File: src/rtl/i2c_txn_arbiter.sv
// Shares one i2c_master_controller between NREQ requesters, one write transaction per grant.
// Round-robin by default; define I2C_ARB_PRIORITY_EN to give requester 0 strict priority.
module i2c_txn_arbiter #(
  parameter  int NREQ    = 2,
  parameter  int TIMEOUT = 255,
  parameter  int TW      = 8,
  localparam int OW      = (NREQ > 1) ? $clog2(NREQ) : 1
) (
  input  logic              clk,
  input  logic              reset_n,
  input  logic [NREQ-1:0]   req,
  input  logic [8*NREQ-1:0] req_addr_w_rw,
  input  logic [8*NREQ-1:0] req_sub_addr,
  input  logic [8*NREQ-1:0] req_data_write,
  output logic [NREQ-1:0]   gnt,
  output logic [NREQ-1:0]   done,
  output logic [NREQ-1:0]   err,
  input  logic              i2c_busy,
  output logic [7:0]        o_addr_w_rw,
  output logic [7:0]        o_sub_addr,
  output logic [7:0]        o_data_write,
  output logic              req_trans,
  output logic [OW-1:0]     owner
);

  typedef enum logic [2:0] {
    S_IDLE,
    S_ISSUE,
    S_WAIT_BUSY,
    S_WAIT_DONE,
    S_GAP
  } state_t;

  state_t            r_state;
  logic [OW-1:0]     r_last;
  logic [OW-1:0]     r_owner;
  logic [TW-1:0]     r_timer;
  logic [NREQ-1:0]   r_gnt;
  logic [NREQ-1:0]   r_done;
  logic [NREQ-1:0]   r_err;
  logic              r_req_trans;
  logic [7:0]        r_addr;
  logic [7:0]        r_sub;
  logic [7:0]        r_data;

  logic              w_found;
  logic [OW-1:0]     w_win;
  logic [OW-1:0]     w_idx;

  // Scan upward from the slot after the last winner, wrapping modulo NREQ.
  always_comb begin
    w_found = 1'b0;
    w_win   = '0;
    w_idx   = '0;
    for (int i = 1; i <= NREQ; i++) begin
      w_idx = OW'((int'(r_last) + i) % NREQ);
      if (!w_found && req[w_idx]) begin
        w_found = 1'b1;
        w_win   = w_idx;
      end
    end
`ifdef I2C_ARB_PRIORITY_EN
    if (req[0]) begin
      w_found = 1'b1;
      w_win   = '0;
    end
`endif
  end

  always_ff @(posedge clk or negedge reset_n) begin
    if (!reset_n) begin
      r_state     <= S_IDLE;
      r_last      <= OW'(NREQ - 1);
      r_owner     <= '0;
      r_timer     <= '0;
      r_gnt       <= '0;
      r_done      <= '0;
      r_err       <= '0;
      r_req_trans <= 1'b0;
      r_addr      <= 8'h00;
      r_sub       <= 8'h00;
      r_data      <= 8'h00;
    end else begin
      r_gnt  <= '0;
      r_done <= '0;
      r_err  <= '0;
      case (r_state)
        S_IDLE: begin
          if (w_found && !i2c_busy) begin
            r_addr       <= req_addr_w_rw[int'(w_win)*8 +: 8];
            r_sub        <= req_sub_addr[int'(w_win)*8 +: 8];
            r_data       <= req_data_write[int'(w_win)*8 +: 8];
            r_gnt[w_win] <= 1'b1;
            r_owner      <= w_win;
`ifdef I2C_ARB_PRIORITY_EN
            // Requester 0 wins outright, so it must not disturb the rotation of the others.
            if (w_win != '0) r_last <= w_win;
`else
            r_last       <= w_win;
`endif
            r_state      <= S_ISSUE;
          end
        end
        S_ISSUE: begin
          r_req_trans <= 1'b1;
          r_timer     <= '0;
          r_state     <= S_WAIT_BUSY;
        end
        S_WAIT_BUSY: begin
          r_timer <= r_timer + 1'b1;
          if (i2c_busy) begin
            r_req_trans <= 1'b0;
            r_state     <= S_WAIT_DONE;
          end else if (r_timer == TW'(TIMEOUT)) begin
            r_req_trans    <= 1'b0;
            r_err[r_owner] <= 1'b1;
            r_state        <= S_GAP;
          end
        end
        S_WAIT_DONE: begin
          if (!i2c_busy) begin
            r_done[r_owner] <= 1'b1;
            r_state         <= S_GAP;
          end
        end
        S_GAP:   r_state <= S_IDLE;
        default: r_state <= S_IDLE;
      endcase
    end
  end

  assign gnt          = r_gnt;
  assign done         = r_done;
  assign err          = r_err;
  assign req_trans    = r_req_trans;
  assign o_addr_w_rw  = r_addr;
  assign o_sub_addr   = r_sub;
  assign o_data_write = r_data;
  assign owner        = r_owner;

endmodule

File: config.mk
export PLATFORM = sky130hd
export DESIGN_NAME = i2c_txn_arbiter
export DESIGN_NICKNAME = d
export VERILOG_FILES = /design/src/rtl/i2c_txn_arbiter.sv
export SDC_FILE = /design/constraint.sdc
export NUM_CORES = 1
export LEC_CHECK = 0
export BUFFER_PORTS_ARGS = -buffer_cell sky130_fd_sc_hd__clkbuf_2
export CAP_MARGIN = 40
export CORE_UTILIZATION = 43
export CTS_CLUSTER_DIAMETER = 150
export DETAILED_ROUTE_END_ITERATION = 10
export GPL_ROUTABILITY_DRIVEN = 0
export HOLD_SLACK_MARGIN = 0.08
export PLACE_DENSITY_LB_ADDON = 0.3
export SLEW_MARGIN = 0
export SYNTH_ARGS = -nofsm -noshare
export SYNTH_HDL_FRONTEND = slang
export SYNTH_SLANG_ARGS = --single-unit
File: constraint.sdc
create_clock -name clk -period 1.7 [get_ports clk]
set_input_delay 0.255 -clock clk [delete_from_list [all_inputs] [get_ports clk]]
set_output_delay 0.255 -clock clk [all_outputs]
set_load 0.01 [all_outputs]
==> impl_metrics.yaml <==
placement:
  preCtsSetupSlack_ns: 0.123
  dpl-instance-area_sq_mm: 0.00261
  dpl.cell_count: 297
  hpwlAfterDp_um: 3010
  placement.io_buffers: 84
cts:
  htree_num_levels: 2
  clock_latency_ns: 0.29
  clkTransAtPathRegs_ns: 0.08
  numClockSinks: 44
  cts-root-to-sink-buffers: 2
  cts_root_buffer: "sky130_fd_sc_hd__clkbuf_8"
  postCtsSetupRepairBufs: 0
  tritoncts: "built"
  numCtsBuffers: 5
global_route:
  groute.usage.overall_pct: 16.4
  wire_length_of_the_first_global_routing_pass_um: 6620
  first_global_vias: 1527
  grt_antenna_before_repair: 0
  largest_net_degree_at_the_start_of_global_routing: 26
  grt_overflow_total: 0
final_layout:
  nNetsFinal: 307
  post-route-cell-area_sq_mm: 0.00273
  post_layout_nonfiller_instances: 306
  register_area_sq_mm: 0.00110
  final_layout_size_suffix_gt1_share_pct: 61.0
  filler_cell_count: 369
  antenna_cells_inserted: 0
  multi_input_comb_area_sq_um: 918
  synthToLayoutAreaGrowth_pct: 31.2
sta:
  setup_viol: 0
  maxSlewViolCount: 0
  worst_pin_slew_ns: 0.308
  period_needed_ns: 1.57
  setup_slack_ns: 0.132
  hold_viol: 0
  finalCritPeriodShare_pct: 92.3
  hold_slack_ns: 0.233
  unrepaired_setup_endpoints_after_global_routing: "no"
  timing.setup.tns_ns: 0
  slew_headroom_pct: 79.3
  fin_worst_skew_ns: 0.00398
  fmax_mhz: 638
synth:
  synth_enable_flop_cells: 0
  yosys_register_bits: 44
  postSynthNetCount: 213
  synthesis.instances: 159
  async_set_or_reset_flop_fraction_in_the_synthesized_netlist_pct: 100
  synth.distinct_cells: 34
  syn-mean-instance-area_sq_um: 13.1
  ys.warnings.count: 0
  post_synthesis_cell_area_sq_mm: 0.00208
  postSynth.topFlopCell: "sky130_fd_sc_hd__dfrtp_1"
  yosysSeqAreaShare_pct: 52.9
critical_path:
  worst_r2r_startpoint: "r_state[2]"
  reg2reg_depth: 3
  startpoint_type: "flop"
  path_max_fanout: 8
  endpoint: "r_timer[7]"
  critical_path_class: "reg2reg"
  worst_ep_arrival_time_ns: 1.78
  r2r_setup_slack_ns: 0.13
  required_ns: 1.92
  reg2reg_to: "r_timer[7]"
  setup.worst_path.end_class: "flop"
  crit_path_start: "r_state[2]"
detailed_routing:
  wl_per_cell_um: 13.0
  drt_drc_violations_left: 0
  initialDrtViolationCount: 56
  vias: 1563
  routed_via_density: 5.11
  post_drt_antenna_nets: 0
  routed_wirelength_um: 3980
  drt_first_pass_iters: 4
floorplanning:
  design.portCount: 85
  row_count: 24
  chipWidth_um: 71.6
  die-area_sq_mm: 0.00512
  die_h_um: 71.6
  fp.coreArea_sq_mm: 0.00450
  initial_core_util_pct: 46.2
power:
  vdd_drop_max_mv: 0.708
  leakage_nw: 1.34
  power_per_cell_area_mw_per_mm2: 1520
hold_path:
  min_path_type: "in2reg"
  hold_depth: 2
  min_from: "i2c_busy"
run:
  max-cap-violations: 0
run_status:
  outcome: "finished clean"
-- registers in the layout, summed over array words and instances, names as in the netlist --
name,cells
req_trans,1
o_data_write,8
r_last,1
o_addr_w_rw,8
gnt,2
owner,1
r_timer,8
r_state,3
err,2
o_sub_addr,8
done,2
-- cells in the final DEF, fill, tap and decap left out, types with 3 or more instances in the layout --
cell type and instances:
sky130_fd_sc_hd__clkbuf_2 84, sky130_fd_sc_hd__mux2_2 49, sky130_fd_sc_hd__dfrtp_1 42, sky130_fd_sc_hd__nand2_1 11, sky130_fd_sc_hd__buf_4 8, sky130_fd_sc_hd__clkbuf_8 5
sky130_fd_sc_hd__nor2_1 4, sky130_fd_sc_hd__nand3_1 4, sky130_fd_sc_hd__o21ai_0 4, sky130_fd_sc_hd__nor3b_1 3, sky130_fd_sc_hd__and3_1 3, sky130_fd_sc_hd__mux2i_1 3
-- worst max-delay path, stage by stage (launching register included) --
cell and delay [ns]:
sky130_fd_sc_hd__dfrtp_1 0.46, sky130_fd_sc_hd__or3b_1 0.46, sky130_fd_sc_hd__nor4_1 0.37, sky130_fd_sc_hd__mux2i_1 0.22
-- cells by family after synthesis --
group	share of synthesized area, %
AND/OR/NAND/NOR	9.68
AO/OA/AOI/OAI	5.17
adder cells (fa/ha/maj)	0.601
flip-flops	52.9
multiplexers	28.5
buffers and inverters	3.12
-- how the worst min path moves through the flow --
stage               slack, ns         end
floorplan               -0.04     done[0]
global placement         0.14  r_state[0]
detailed placement       0.14  r_state[0]
CTS                      0.23      err[0]
global route             0.25      err[0]
finish                   0.23      err[0]
-- power breakdown --
part / switching (mW) / total, mW / internal (mW)
clock network: 0.337 / 0.773 / 0.436
logic: 0.755 / 1.65 / 0.893
registers: 0.266 / 1.74 / 1.47
-- stage by stage --
stage               utilization [%]  total power, mW
floorplan                         -             2.76
global placement               58.0             3.37
detailed placement             58.0             3.42
CTS                            60.6             4.21
global route                   60.7             4.45
finish                         60.7             4.16
-- cells in the mapped netlist (2+ instances only) --
cell type                  n  area (sq um)
sky130_fd_sc_hd__and3_1    3          18.8
sky130_fd_sc_hd__a31oi_1   2          12.5
sky130_fd_sc_hd__and2_1    2          12.5
sky130_fd_sc_hd__dfrtp_1  43          1080
sky130_fd_sc_hd__mux2_2   49           552
sky130_fd_sc_hd__nor3b_1   3          22.5
sky130_fd_sc_hd__nor3_1    2          10.0
sky130_fd_sc_hd__buf_2     4          20.0
sky130_fd_sc_hd__nor2_1    4          15.0
sky130_fd_sc_hd__mux2i_1   3          30.0
sky130_fd_sc_hd__a21oi_1   2          10.0
sky130_fd_sc_hd__nand2_1  11          41.3
sky130_fd_sc_hd__inv_1     2          7.51
sky130_fd_sc_hd__nand3_1   4          20.0
sky130_fd_sc_hd__buf_6     3          33.8
sky130_fd_sc_hd__o21ai_0   4          20.0
-- per-layer routing --
| metal | GRT usage (%) | vias up | part of all wire [%] |
|---|---|---|---|
| met5 | 0 | - | 0 |
| met4 | 4.14 | 0 | 0.98 |
| met3 | 4.92 | 6 | 6.3 |
| met2 | 28.7 | 62 | 48 |
| met1 | 19.9 | 727 | 45 |
| li1 | - | 768 | - |
-- final cells by class --
cell class / count / share of cell area, %
clock buffer: 6 / 2.66
clock inverter: 2 / 1.28
multi-input combinational: 105 / 33.6
tap: 52 / 2.38
sequential: 44 / 40.4
inverter: 2 / 0.275
timing repair buffer: 95 / 19.4
-- repair_timing --
item / in CTS / in global routing
setup endpoints to repair: 0 / 1
hold endpoints to repair: 7 / 0
resized for setup: 0 / 1
hold buffers: 1 / 0
Note: power is estimated with default switching activity, not from simulation.
